==> src/rtl/bit_serial_adder.sv <==
// Bit-serial ripple adder: one full-adder bit per clock, LSB first.
// Result and carry-out are latched on the final shift and held until the next completion.
module bit_serial_adder #(
    parameter int WIDTH = 8
) (
    input  logic             clk,
    input  logic             rst_n,
    input  logic             start,
    input  logic [WIDTH-1:0] a,
    input  logic [WIDTH-1:0] b,
    input  logic             cin,
    output logic             busy,
    output logic             done,
    output logic [WIDTH-1:0] sum,
    output logic             cout,
    output logic             sbit,
    output logic             sbit_valid
);
    localparam int CW = (WIDTH > 1) ? $clog2(WIDTH) : 1;

    typedef enum logic [1:0] {IDLE, RUN, DONE} state_t;

    state_t           state, state_nxt;
    logic [WIDTH-1:0] a_sh, b_sh, res;
    logic             carry;
    logic [CW-1:0]    cnt;
    logic             p, s, c_nxt, last;

    // full adder built from a half-adder XOR pair
    always_comb begin
        p     = a_sh[0] ^ b_sh[0];
        s     = p ^ carry;
        c_nxt = (a_sh[0] & b_sh[0]) | (p & carry);
        last  = (cnt == CW'(WIDTH - 1));
    end

    always_ff @(posedge clk or negedge rst_n) begin
        if (!rst_n) state <= IDLE;
        else        state <= state_nxt;
    end

    always_comb begin
        state_nxt = state;
        busy      = 1'b0;
        done      = 1'b0;
        case (state)
            IDLE: if (start) state_nxt = RUN;
            RUN: begin
                busy = 1'b1;
                if (last) state_nxt = DONE;
            end
            DONE: begin
                busy      = 1'b1;
                done      = 1'b1;
                state_nxt = IDLE;
            end
            default: state_nxt = IDLE;
        endcase
    end

    always_ff @(posedge clk or negedge rst_n) begin
        if (!rst_n) begin
            a_sh       <= '0;
            b_sh       <= '0;
            res        <= '0;
            carry      <= 1'b0;
            cnt        <= '0;
            sum        <= '0;
            cout       <= 1'b0;
            sbit       <= 1'b0;
            sbit_valid <= 1'b0;
        end else begin
            sbit_valid <= 1'b0;
            case (state)
                IDLE: if (start) begin
                    a_sh  <= a;
                    b_sh  <= b;
                    carry <= cin;
                    cnt   <= '0;
                end
                RUN: begin
                    a_sh       <= a_sh >> 1;
                    b_sh       <= b_sh >> 1;
                    carry      <= c_nxt;
                    res        <= {s, res[WIDTH-1:1]};
                    sbit       <= s;
                    sbit_valid <= 1'b1;
                    // hold the counter on the last shift so it never wraps mid-operation
                    cnt        <= last ? cnt : cnt + 1'b1;
                    if (last) begin
                        sum  <= {s, res[WIDTH-1:1]};
                        cout <= c_nxt;
                    end
                end
                default: ;
            endcase
        end
    end
endmodule

==> config.mk <==
export PLATFORM = sky130hd
export DESIGN_NAME = bit_serial_adder
export DESIGN_NICKNAME = d
export VERILOG_FILES = /design/src/rtl/bit_serial_adder.sv
export SDC_FILE = /design/constraint.sdc
export NUM_CORES = 1
export LEC_CHECK = 0
export ABC_AREA = 1
export BUFFER_PORTS_ARGS = -buffer_cell sky130_fd_sc_hd__clkbuf_2
export CORE_MARGIN = 2
export CORE_UTILIZATION = 50
export DETAILED_ROUTE_END_ITERATION = 8
export GPL_TIMING_DRIVEN = 0
export PLACE_DENSITY = 0.82
export RECOVER_POWER = 25
export SYNTH_ARGS = -nofsm -noshare
export SYNTH_HDL_FRONTEND = slang
export SYNTH_SLANG_ARGS = --single-unit
==> constraint.sdc <==
create_clock -name clk -period 4.2 [get_ports clk]
set_input_delay 0.21 -clock clk [delete_from_list [all_inputs] [get_ports clk]]
set_output_delay 0.21 -clock clk [all_outputs]
set_load 0.01 [all_outputs]
==> impl_metrics.env, run 1 <==
export IMPL_hpwl_mm=2.52
export IMPL_power_density_nw_per_um2=680
export IMPL_die_h_um=65.3
export IMPL_synth_commonest_cells="125 x nand2_1, 39 x dfrtp_1, 14 x o21ai_0"
export IMPL_yosys_area_top_type="dfrtp_1"
export IMPL_pin_count=33
export IMPL_max_freq_mhz=605
export IMPL_finalNetCount=297
export IMPL_rsz0062_at_grt="false"
export IMPL_yosysWarnings=0
export IMPL_wl_mm=3.51
export IMPL_dieWidth_um=65.3
export IMPL_leakage_nw=1.26
export IMPL_slew_headroom_pct=-35.4
export IMPL_fin_crit_ps=1650
export IMPL_cts_setup_buffers=0
export IMPL_switchingPower_w=0.000604
export IMPL_cts_sinks=39
export IMPL_drive_gt1_share_pct=20.7
export IMPL_final_area_um2=2180
export IMPL_crit_chain="clkbuf_1"
export IMPL_synth_seq_cells=39
export IMPL_core_um2=3630
export IMPL_gp_congestion=0.811
export IMPL_syn_to_final_growth_pct=16.0
export IMPL_setup_violations=0
export IMPL_grt_overflow_total=0
export IMPL_final_antenna_net_count=0
export IMPL_swShare_pct=40.8
export IMPL_critPathCaptureType="async pin"
export IMPL_drc_errors=0
export IMPL_viasPerCell=4.78
export IMPL_maxCapViolCount=1
export IMPL_clockRootBuffer="clkbuf_8"
export IMPL_critPathMaxStageDelay_ps=1430
export IMPL_holdBufCountCts=0
export IMPL_synth_cells=230
export IMPL_async_reset_ff_share_pct=100
export IMPL_drtIter0Drc=49
export IMPL_num_fill_cells=353
export IMPL_drt_pass1_iter_count=4
export IMPL_start_kind="primary input"
export IMPL_synth_area_leaders="dfrtp_1 52%, nand2_1 25%, ha_1 4.7%"
export IMPL_path_buf_inv=1
export IMPL_p_clk_share_pct=16.5
export IMPL_combPwrFrac_pct=44.4
export IMPL_initial_utilization_pct=51.7
export IMPL_placed_area_um2=2100
export IMPL_place_ws_ps=2680
export IMPL_setup_ws_ps=2550
export IMPL_grt_pass1_wl_mm=6.00
export IMPL_hold_viol=0
export IMPL_peakVddDrop_v=0.000409
export IMPL_cts_tree="yes"
export IMPL_row_count=22
export IMPL_avgSynthCellArea_um2=8.17
export IMPL_hp_class="primary input to register"
export IMPL_seqPwrFrac_pct=39.1
export IMPL_hold_ws_ps=135
export IMPL_yosys_most_used_dff="dfrtp_1"
export IMPL_p_int_w=0.000878
export IMPL_status="finished with violations"
export IMPL_grt_total_usage_pct=18.9
export IMPL_synth_top_cell_area_share_pct=51.9
export IMPL_fin_setup_tns_ps=0
export IMPL_cts_made_buffers=5
export IMPL_ys_types=20
export IMPL_clock_latency_ps=300
export IMPL_synth_nets=258
export IMPL_worstPathRequired_ps=4200
export IMPL_grt_pass1_vias=1430
export IMPL_syn_area_um2=1880
export IMPL_arrival_ps=1650
export IMPL_violations="capacitance limit, slew limit"
export IMPL_clockBufferDepth=2
export IMPL_ctsResizeCount=0
export IMPL_seq_area_frac_synth_pct=51.9
export IMPL_synth_edff_count=0
export IMPL_period_share_pct=39.4
export IMPL_synth_most_common_cell="nand2_1"
export IMPL_slew_viol_final=40
export IMPL_clkSlewWorstSetupHoldPaths_ps=80
export IMPL_port_buffers=32
export IMPL_grt_max_degree=40
export IMPL_tightest_slew_ps=2030
export IMPL_wl_per_cell_um=11.0
export IMPL_diodes=0
export IMPL_antenna_found_initial=0
export IMPL_critPathTopFamily="buffers and inverters"
export IMPL_htreeDepth=2
export IMPL_slowest_stage="clkbuf_1"
export IMPL_fin_skew_ps=10.1
export IMPL_num_vias=1519
export IMPL_dieArea_um2=4260
export IMPL_crit_type="primary input to async pin"
export IMPL_critical_path_max_fanout=39
-- through the flow --
stage | cells | util, % | total power (W)
after floorplan | 230 | - | 0.00108
after global placement | 310 | 57.8 | 0.00122
after detailed placement | 310 | 57.8 | 0.00125
after CTS | 318 | 60.0 | 0.00150
after global routing | 318 | 60.0 | 0.00161
final | 318 | 60.0 | 0.00148
-- state kept, by name, summed over array words and instances (netlist names) --
name and cells:
cout 1, res 6, cnt 3, sbit 1, b_sh 8, sum 8
a_sh 8, carry 1, sbit_valid 1, state 2
-- area by class of cell --
class | instances | area [um2] | area share (%)
clock buffer | 7 | 76.3 | 3.50
inverter | 17 | 68.8 | 3.16
tap | 48 | 60.1 | 2.76
timing repair buffer | 32 | 159 | 7.29
multi-input combinational | 165 | 751 | 34.4
sequential | 39 | 976 | 44.8
buffer | 9 | 83.8 | 3.85
clock inverter | 1 | 5.00 | 0.230
-- logic make-up after synthesis --
group,Yosys count,synth area share (%)
flip-flops,39,51.9
AND/OR/NAND/NOR,139,29.1
adder cells (fa/ha/maj),8,5.73
AO/OA/AOI/OAI,18,5.13
buffers and inverters,26,8.12
-- path summary, 6_finish.rpt --
check	startpoint	to	slack [ps]	cells past startpoint
worst max-delay path	rst_n	b_sh[3]	2550	1
worst min-delay path	a[7]	a_sh[7]	140	3
worst max register to register	state[0]	b_sh[6]	2670	8
worst min register to register	a_sh[3]	a_sh[3]	480	2
max in group clk	state[0]	b_sh[6]	2670	8
min in group asynchronous	rst_n	sum[0]	490	1
-- cells in the final DEF, fill, tap and decap left out, drive strengths merged --
| master | count |
|---|---|
| nand3 | 6 |
| clkbuf | 40 |
| nor2 | 3 |
| clkinv | 1 |
| o21ai | 15 |
| o211ai | 1 |
| inv | 17 |
| ha | 7 |
| fa | 1 |
| nand2 | 130 |
| buf | 8 |
| dfrtp | 39 |
| a21oi | 2 |
-- per-layer routing --
| layer | vias up | GRT usage (%) | share of wire [%] |
|---|---|---|---|
| met3 | 3 | 7.53 | 5.7 |
| met5 | - | 0 | 0 |
| li1 | 777 | - | - |
| met1 | 700 | 20.1 | 42 |
| met2 | 39 | 33.8 | 51 |
| met4 | 0 | 6.51 | 1.1 |
-- power groups by stage --
stage	combinational [W]	sequential (W)	clock (W)
6_report	0.000657	0.000579	0.000245
5_1_grt	0.000747	0.000594	0.000268
4_1_cts	0.000668	0.000581	0.000250
3_5_place_dp	0.000666	0.000587	0
3_3_place_gp	0.000641	0.000581	0
2_1_floorplan	0.000508	0.000575	0
Note: power is estimated with default switching activity, not from simulation.
==> inputs of run 2 (changes only) <==
==> constraint.sdc (replaced) <==
create_clock -name clk -period 1.6 [get_ports clk]
set_input_delay 0.08 -clock clk [delete_from_list [all_inputs] [get_ports clk]]
set_output_delay 0.08 -clock clk [all_outputs]
set_load 0.01 [all_outputs]
==> run 2 against run 1 <==
Against the previous run: critical path type is now register to register; clock skew about the same; final cell count rose by 0.31%; the run now ends clean; largest power group unchanged; via count up 0.46%; largest cell class unchanged; global-route usage rose by 0.074 points; final area rose by 0.17%; power grew to 2.6 times the previous value; sequential power increased to 2.6 times the previous value; combinational power rose to 2.6 times the previous value.
==> impl_metrics.env, run 2 (synthesis gave the netlist of run 1 again) <==
export IMPL_status="finished, final reports clean"
export IMPL_peakVddDrop_v=0.00108
export IMPL_port_buffers=32
export IMPL_fin_setup_tns_ps=0
export IMPL_grt_overflow_total=0
export IMPL_die_h_um=65.3
export IMPL_row_count=22
export IMPL_setup_violations=0
export IMPL_stdcell_count=319
export IMPL_final_antenna_net_count=0
export IMPL_worstPathRequired_ps=1790
export IMPL_slew_viol_final=0
export IMPL_drtIter0Drc=49
export IMPL_clkSlewWorstSetupHoldPaths_ps=80
export IMPL_worst_r2r_setup_slack_ps=120
export IMPL_dieArea_um2=4260
export IMPL_crit_type="register to register"
export IMPL_num_vias=1526
export IMPL_leakage_nw=1.24
export IMPL_tightest_slew_ps=954
export IMPL_start_kind="register"
export IMPL_htreeDepth=2
export IMPL_hold_viol=0
export IMPL_fin_crit_ps=1480
export IMPL_clock_latency_ps=300
export IMPL_hpwl_mm=2.52
export IMPL_wl_mm=3.56
export IMPL_grt_max_degree=40
export IMPL_dp_cells=310
export IMPL_pin_count=33
export IMPL_mostFrequentLayoutCell="nand2_1"
export IMPL_critical_path_max_fanout=10
export IMPL_viasPerCell=4.78
export IMPL_fin_skew_ps=9.75
export IMPL_largestRegisters="a_sh (8), b_sh (8), sum (8)"
export IMPL_grt_total_usage_pct=19.0
export IMPL_initial_utilization_pct=51.7
export IMPL_power_density_nw_per_um2=1780
export IMPL_critPathCaptureType="register"
export IMPL_core_um2=3630
export IMPL_dieWidth_um=65.3
export IMPL_power_w=0.00389
export IMPL_drive_gt1_share_pct=17.0
export IMPL_gp_congestion=0.811
export IMPL_cts_tree="yes"
export IMPL_max_freq_mhz=676
export IMPL_cts_made_buffers=5
export IMPL_rsz0062_at_grt="false"
export IMPL_syn_to_final_growth_pct=16.2
export IMPL_clockRootBuffer="clkbuf_8"
export IMPL_hp_class="primary input to register"
export IMPL_hold_ws_ps=5.08
export IMPL_period_share_pct=92.4
export IMPL_maxCapViolCount=0
export IMPL_layout_common_cells="125 x nand2_1, 39 x dfrtp_1, 20 x clkbuf_2"
export IMPL_cts_setup_buffers=0
export IMPL_fin_util_pct=60.1
export IMPL_drc_errors=0
export IMPL_drt_pass1_iter_count=4
export IMPL_clockBufferDepth=2
export IMPL_diodes=0
export IMPL_wl_per_cell_um=11.2
export IMPL_grt_pass1_vias=1442
export IMPL_antenna_found_initial=0
export IMPL_slew_headroom_pct=36.4
export IMPL_cts_sinks=39
export IMPL_grt_pass1_wl_mm=6.03
export IMPL_arrival_ps=1670
export IMPL_finalNetCount=298
==> run 2: cell types whose count changed in the layout (fill, tap and decap cells not counted) <==
cell           delta
clkbuf_1         +11
nand2_2           -1
clkbuf_2         -11
dlygate4sd3_1     +1
ha_1              -1
ha_2              +1
nand2_4           +1
==> run 2: timing repair <==
action | 4_1_cts | 5_1_grt
endpoints found under the hold margin | 39 | 0
setup endpoints to repair | 0 | 14
hold buffers | 1 | 0
gates resized for setup | 0 | 2
==> run 2: worst max-delay path, cell delays in order, from the launching register on <==
cell     delay [ps]
dfrtp_1         420
inv_1           130
ha_2            240
nand2_1         100
nand2_4         160
inv_6            70
buf_8           140
nand2_1          60
nand2_1          50
==> run 2: layer usage <==
layer	GRT usage [%]	vias to the layer above	share of wire [%]
li1	-	777	-
met1	20.1	707	43
met2	34.1	39	50
met3	7.53	3	5.7
met4	6.51	0	1.1
met5	0	-	0
==> run 2: layout make-up <==
type                       count  area [um2]
fill                         358        1450
sequential                    39         976
multi-input combinational    165         758
timing repair buffer          33         155
buffer                         9        83.8
clock buffer                   7        76.3
inverter                      17        68.8
tap                           48        60.1
clock inverter                 1        5.00
==> run 2: report_power, final <==
group	internal, W	total, W	switching [W]
combinational	0.000664	0.00173	0.00106
clock	0.000306	0.000643	0.000338
sequential	0.00133	0.00152	0.000189
==> run 2: path summary, 6_finish.rpt <==
path,from,to,cells past startpoint
setup / recovery,state[0],b_sh[5],8
hold / removal,a[7],a_sh[7],3
setup reg to reg,state[0],b_sh[5],8
hold reg to reg,a_sh[3],a_sh[3],2
max in group asynchronous,rst_n,b_sh[3],2
min in group asynchronous,rst_n,sum[0],2
==> run 2: metrics by stage <==
step / cell area (um2) / setup WS [ps]
finish: 2180 / 121
global route: 2180 / 25.8
CTS: 2190 / 64.7
detailed placement: 2100 / 77.0
global placement: 2100 / 128
floorplan: 1880 / 273
